### config.mk
export PLATFORM = sky130hd
export DESIGN_NAME = mips_fetch_unit
export DESIGN_NICKNAME = d
export VERILOG_FILES = /design/src/rtl/mips_fetch_unit.sv
export SDC_FILE = /design/constraint.sdc
export NUM_CORES = 1
export LEC_CHECK = 0
export CAP_MARGIN = 5
export CORE_MARGIN = 10
export CORE_UTILIZATION = 53
export CTS_BUF_LIST = sky130_fd_sc_hd__clkbuf_8 sky130_fd_sc_hd__clkbuf_16
export CTS_CLUSTER_DIAMETER = 80
export DETAILED_ROUTE_END_ITERATION = 10
export PLACE_DENSITY_LB_ADDON = 0.25
export SLEW_MARGIN = 20
export SYNTH_ARGS = -nofsm -noshare
export SYNTH_HDL_FRONTEND = slang
export SYNTH_SLANG_ARGS = --single-unit
### constraint.sdc
create_clock -name clk -period 6.1 [get_ports clk]
set_input_delay 1.22 -clock clk [delete_from_list [all_inputs] [get_ports clk]]
set_output_delay 1.22 -clock clk [all_outputs]
set_load 0.02 [all_outputs]
### src/rtl/mips_fetch_unit.sv
// Instruction-fetch stage: owns the PC, captures instruction words into IF/ID,
// and handles stall, redirect-with-squash, halt detection and fetch counting.
//
// state | meaning
// BOOT  | first cycle after reset, nothing captured, pc held
// RUN   | normal fetch, redirects and stalls honoured
// HALT  | HALT_WORD captured, fetch frozen until reset
module mips_fetch_unit #(
    parameter logic [31:0] RESET_PC  = 32'h00000000,
    parameter logic [31:0] HALT_WORD = 32'h0000000C,
    parameter int          CNT_W     = 16
) (
    input  logic             clk,
    input  logic             rst_n,
    output logic [31:0]      imem_addr,
    input  logic [31:0]      imem_data,
    input  logic             stall,
    input  logic             branch_taken,
    input  logic [15:0]      branch_offset,
    input  logic             jump,
    input  logic [25:0]      jump_target,
    input  logic             jr,
    input  logic [31:0]      jr_addr,
    output logic [31:0]      id_instr,
    output logic [31:0]      id_pc,
    output logic             id_valid,
    output logic             halted,
    output logic             misaligned,
    output logic [CNT_W-1:0] fetch_count
);

    typedef enum logic [1:0] {BOOT, RUN, HALT} state_t;

    state_t      state, state_next;
    logic [31:0] pc;
    logic [31:0] id_pc_plus4;
    logic [31:0] branch_disp;
    logic [31:0] redirect_target;
    logic        redirect;
    logic        capture;
    logic        halt_hit;

    assign imem_addr = pc;

    // Redirects come from the instruction in ID, so they only count while it is live.
    assign redirect = (state == RUN) && id_valid && (jr || jump || branch_taken);
    assign capture  = (state == RUN) && !redirect && !stall;
    assign halt_hit = capture && (imem_data == HALT_WORD);

    assign id_pc_plus4 = id_pc + 32'd4;
    assign branch_disp = {{14{branch_offset[15]}}, branch_offset, 2'b00};

    always_comb begin
        redirect_target = id_pc_plus4 + branch_disp;
        if (jr) begin
            redirect_target = {jr_addr[31:2], 2'b00};
        end else if (jump) begin
            redirect_target = {id_pc_plus4[31:28], jump_target, 2'b00};
        end
    end

    always_ff @(posedge clk or negedge rst_n) begin
        if (!rst_n) begin
            state <= BOOT;
        end else begin
            state <= state_next;
        end
    end

    always_comb begin
        state_next = state;
        case (state)
            BOOT:    state_next = RUN;
            RUN:     if (halt_hit) state_next = HALT;
            HALT:    state_next = HALT;
            default: state_next = BOOT;
        endcase
    end

    always_comb begin
        halted = (state == HALT);
    end

    always_ff @(posedge clk or negedge rst_n) begin
        if (!rst_n) begin
            pc          <= RESET_PC;
            id_instr    <= 32'h0;
            id_pc       <= 32'h0;
            id_valid    <= 1'b0;
            misaligned  <= 1'b0;
            fetch_count <= '0;
        end else if (redirect) begin
            pc       <= redirect_target;
            id_instr <= 32'h0;
            id_valid <= 1'b0;
            if (jr && (jr_addr[1:0] != 2'b00)) begin
                misaligned <= 1'b1;
            end
        end else if (capture) begin
            id_instr <= imem_data;
            id_pc    <= pc;
            id_valid <= 1'b1;
            pc       <= halt_hit ? pc : pc + 32'd4;
            if (fetch_count != '1) begin
                fetch_count <= fetch_count + CNT_W'(1);
            end
        end else if (state == HALT) begin
            id_valid <= 1'b0;
        end
    end

endmodule
### Word-level counts from Yosys, hierarchy flattened

Index checks and enable logic that the tools add are counted.

| cells by class | value |
|---|---|
| add/subtract/negate cells | 4 |
| eq/ne operators | 6 |
| muxes and demuxes | 12 |
| bitwise gates (word level) | 1 |
| reductions and logical operators | 18 |

Operator list:

| operator | number |
|---|---|
| $mux 32 | 7 |
| $add 32x3->32 const B | 2 |
| $add 32x32->32 | 1 |
| $eq 32x4->1 const B | 1 |
| $add 16x1->16 const B | 1 |
| $ne 16x16->1 const B | 1 |
| $logic_and 1x1->1 | 6 |
| $pmux 2 s3 | 1 |
| $reduce_and 2->1 | 3 |
| $ne 2x2->1 const B | 2 |
| $reduce_bool 2->1 | 2 |
| $mux 1 | 3 |
| $reduce_and 3->1 | 1 |
| $reduce_bool 3->1 | 1 |
| $eq 2x1->1 const B | 1 |
| $eq 2x2->1 const B | 1 |
| $logic_not 1->1 | 2 |
| $logic_not 2->1 | 1 |
| $logic_or 1x1->1 | 2 |
| $mux 2 | 1 |
| $not 1->1 | 1 |

| storage, ports and cells | value |
|---|---|
| flip-flop bits (word level) | 116 |
| input port bits | 112 |
| output and inout bits | 115 |
| word-level logic and storage cells | 48 |

### Longest topological paths before layout

| depth | value |
|---|---|
| word-level depth | 10 |
| mapped depth | 17 |
| depth with buffers taken out | 15 |

### Worst setup path after synthesis

No wires, ideal clock.

| path | value |
|---|---|
| kind | input port to flip-flop |
| start point | in branch_offset[0] |
| end point | reg pc[28], in the netlist imem_addr[28] |
| setup time | 0.124 ns |
| arrival time | 3.688 ns |
| required time | 5.976 ns |
| setup slack | 2.288 ns |
| stages | 10 |
| buffers on the path | 0 |
| path through | ha_1 -> fa_1 -> a211oi_1 -> o21ai_1 -> a2111oi_0 -> o21ai_1 -> a31oi_1 -> or4_1 -> o22ai_1 -> a211o_1 |

| on the way | value |
|---|---|
| cells in the longest elaborated chain, start to end | 4 |

Ends and longest elaborated chain:

| item | line | source |
|---|---|---|
| from (decl) | 19 | `input logic [15:0] branch_offset,` |
| $add 32x32->32 | 54 | `redirect_target = id_pc_plus4 + branch_disp;` |
| $mux 32 | 57 | `end else if (jump) begin` |
| $mux 32 | 55 | `if (jr) begin` |
| $mux 32 | 92 | `end else if (redirect) begin` |
| to (signal assigned) | 93 | `pc <= redirect_target;` |
| to (signal assigned) | 103 | `pc <= halt_hit ? pc : pc + 32'd4;` |
| to (decl) | 35 | `logic [31:0] pc;` |

Every way passes these cells.
A chain may end at the register's enable or synchronous reset.

### Worst setup path in the final report

| path | value |
|---|---|
| start point | in branch_offset[15] |
| end point | reg pc[30], in the netlist imem_addr[30] |

Same word-level chain as after synthesis.

==> impl_metrics.tcl <==
set metrics [dict create \
    fin_setup_tns_ns 0 \
    path_max_fanout 18 \
    overflow 0 \
    cts_buffer_depth 2 \
    syn_avg_cell_area_sq_um 8.91 \
    root_buffer "clkbuf_16" \
    area_delta_synth_final_pct 37.2 \
    crit_family "simple AND/OR/NAND/NOR gates" \
    synthTopCellsByCount "dfrtp_1, nand2_1, a21oi_1, nor2_1, nand3_1" \
    synth_xor_xnor_area_share 0.0710 \
    cts_buffers 17 \
    cap_viol_max_count 0 \
    leakagePower_nw 4.56 \
    dp_hpwl_microns 21600 \
    grt_setup_unrepaired "no" \
    slew_headroom 0.280 \
    synth.area.mux_share 0.0540 \
    peakVddDrop_mv 0.275 \
    grt_pass1_vias 8060 \
    pin_count 227 \
    cts_hold_buffers 0 \
    yosys_warnings 0 \
    synth_fa_ha_area_frac 0.0649 \
    path_clk_slew_ns 0.05 \
    nNetsFinal 1256 \
    core_area_sq_um 14700 \
    avgRoutedWirePerCell_microns 22.2 \
    postRouteAntennaNets 0 \
    dieArea_sq_um 20400 \
    dr.pass1.iters 5 \
    antenna_found_initial 0 \
    syn_nets 1053 \
    register_area_sq_um 2900 \
    arrival_ns 4.54 \
    drv_slew 0 \
    path_cells "clkdlybuf4s50_1 > ha_1 > nand2_1 > nor4_1 > and3_1 > nor2_1 > a211o_1 > or4b_1 > nand4_1 > nand4_1" \
    track_usage 0.278 \
    synth_cells 900 \
    cp.required_ns 6.38 \
    p_per_area_nw_per_um2 470 \
    cp_slowest_cell "clkdlybuf4s50_1" \
    vias_per_cell 6.26 \
    synth.largest_area_cell "dfrtp_1" \
    fmax_mhz 235 \
    synth-compound-area-share 0.216 \
    cts-resized-gates 0 \
    ys_types 73 \
    grt_max_degree 73 \
    h-tree-depth 4 \
    synth-main-ff-cell "dfrtp_1" \
    end_kind "flip-flop" \
    synth_top_area_frac 0.362 \
    status "finished clean" \
    cts_setup_buffers 0 \
    critical-path-max-stage-delay_ns 0.86 \
    vias 8144 \
    n_antenna_cell 0 \
    clock_latency_ns 0.42 \
    wl_microns 28900 \
    multi_input_area_sq_um 4830 \
    n_fill_cell 1107 \
    seq_area_frac_synth 0.362 \
    setup_violations 0 \
    rrSetupSlack_ns 1.96 \
    die_x_microns 143 \
    worstSetupPathType "input pin to flip-flop" \
    min_path_type "flip-flop to flip-flop" \
    synth_top_family_by_area "compound AO/OA/AOI/OAI gates" \
    netlist_area_sq_um 8020 \
    tightest_slew_ns 1.07 \
    cts.sink_count 116 \
    synth-edff-count 0 \
    yosys-top-cells-area "dfrtp_1, ha_1, xnor2_1, mux2_2, a21oi_1" \
    final.min_clock_period_ns 4.26 \
    finalHoldViolations 0 \
    synth_seq_cells 116 \
    die_h_microns 143 \
    drt_iter0_drc 753 \
    place_congestion 0.950 \
    grt_pass1_wl_microns 44600 \
    route.detailed.drc 0 \
    io_buffers 226 \
    crit_top_cell "nand4_1" \
    rows 44 \
    critical_path.startpoint_type "input pin" \
    drive_gt1_frac 0.0797 \
    path_buf_inv 1 \
    period_share 0.699 \
    synthMostInstantiatedCell "dfrtp_1" \
    pre_cts_ws_ns 1.48 \
    setup_ws_ns 1.84 \
    cts_tree "done" \
    yosys.area_share.simple 0.197 \
    start_util 0.545 \
    skew_ns 0.0166 \
    async_flop_share 1.00 \
]
-- worst paths after layout --
path                                   start         endpoint  cells past startpoint
hold / removal                    misaligned       misaligned                      1
max in group asynchronous              rst_n      id_instr[1]                      2
setup / recovery           branch_offset[15]    imem_addr[30]                     10
setup reg to reg                    id_pc[4]    imem_addr[28]                     12
hold reg to reg                   misaligned       misaligned                      1
min in group asynchronous              rst_n  fetch_count[14]                      1
-- metrics by stage --
stage | power (W) | utilization | cells | hold slack (ns) | instance area (sq um)
floorplan | 0.00293 | - | 900 | 0.506 | 8020
global placement | 0.00396 | 0.703 | 1268 | 0.440 | 10300
detailed placement | 0.00397 | 0.703 | 1268 | 0.452 | 10300
CTS | 0.00513 | 0.748 | 1300 | 0.466 | 11000
global route | 0.00545 | 0.748 | 1300 | 0.500 | 11000
finish | 0.00516 | 0.748 | 1300 | 0.460 | 11000
-- power breakdown --
group          leakage (nW)  internal (W)  switching [W]  total (W)
sequential             1.43       0.00100       0.000411    0.00141
combinational          2.81       0.00120        0.00142    0.00262
clock                 0.317      0.000746       0.000382    0.00113
total                  4.56       0.00295        0.00221    0.00516
-- cell usage in the layout (no fill, tap or decap), types with 9 or more instances in the layout --
cell	netlist	final
clkdlybuf4s50_1	0	225
dfrtp_1	116	116
nand2_1	82	82
a21oi_1	75	75
nor2_1	61	61
nand3_1	53	53
o21ai_0	51	51
xnor2_1	46	46
ha_1	40	40
mux2_2	34	34
a22o_1	31	31
nand4_1	24	24
and3_1	20	20
inv_1	18	19
xor2_1	19	19
clkbuf_16	0	17
a21o_1	16	16
and4_1	13	13
nor3_1	12	12
nor4_1	9	9
o22ai_1	9	9
-- metal layers --
layer,track usage,part of all wire
met4,0.0814,0.017
met2,0.451,0.47
met3,0.0919,0.10
met1,0.345,0.41
met5,0,0
-- sequential cells by signal, indices dropped and copies added, names as in the netlist --
| signal | cells |
|---|---|
| fetch_count | 16 |
| id_instr | 32 |
| id_pc | 32 |
| id_valid | 1 |
| imem_addr | 32 |
| misaligned | 1 |
| state | 2 |
-- area by class of cell --
cell class              instances  share of cell area
flip-flops and latches        116               0.264
multi-input cells             717               0.439
clock buffers                  19              0.0412
well taps                     184              0.0209
clock inverters                13              0.0186
inverters                      19             0.00649
repair buffers                232               0.210
-- cells by family after synthesis --
logic type	Yosys count
DFF	116
buffers and inverters	67
adders and majority gates	41
AOI/OAI and AO/OA	261
xor gates and xnor gates	65
and+or+nand+nor	311
muxes	39
No activity file was read; power rests on OpenSTA's default activity.
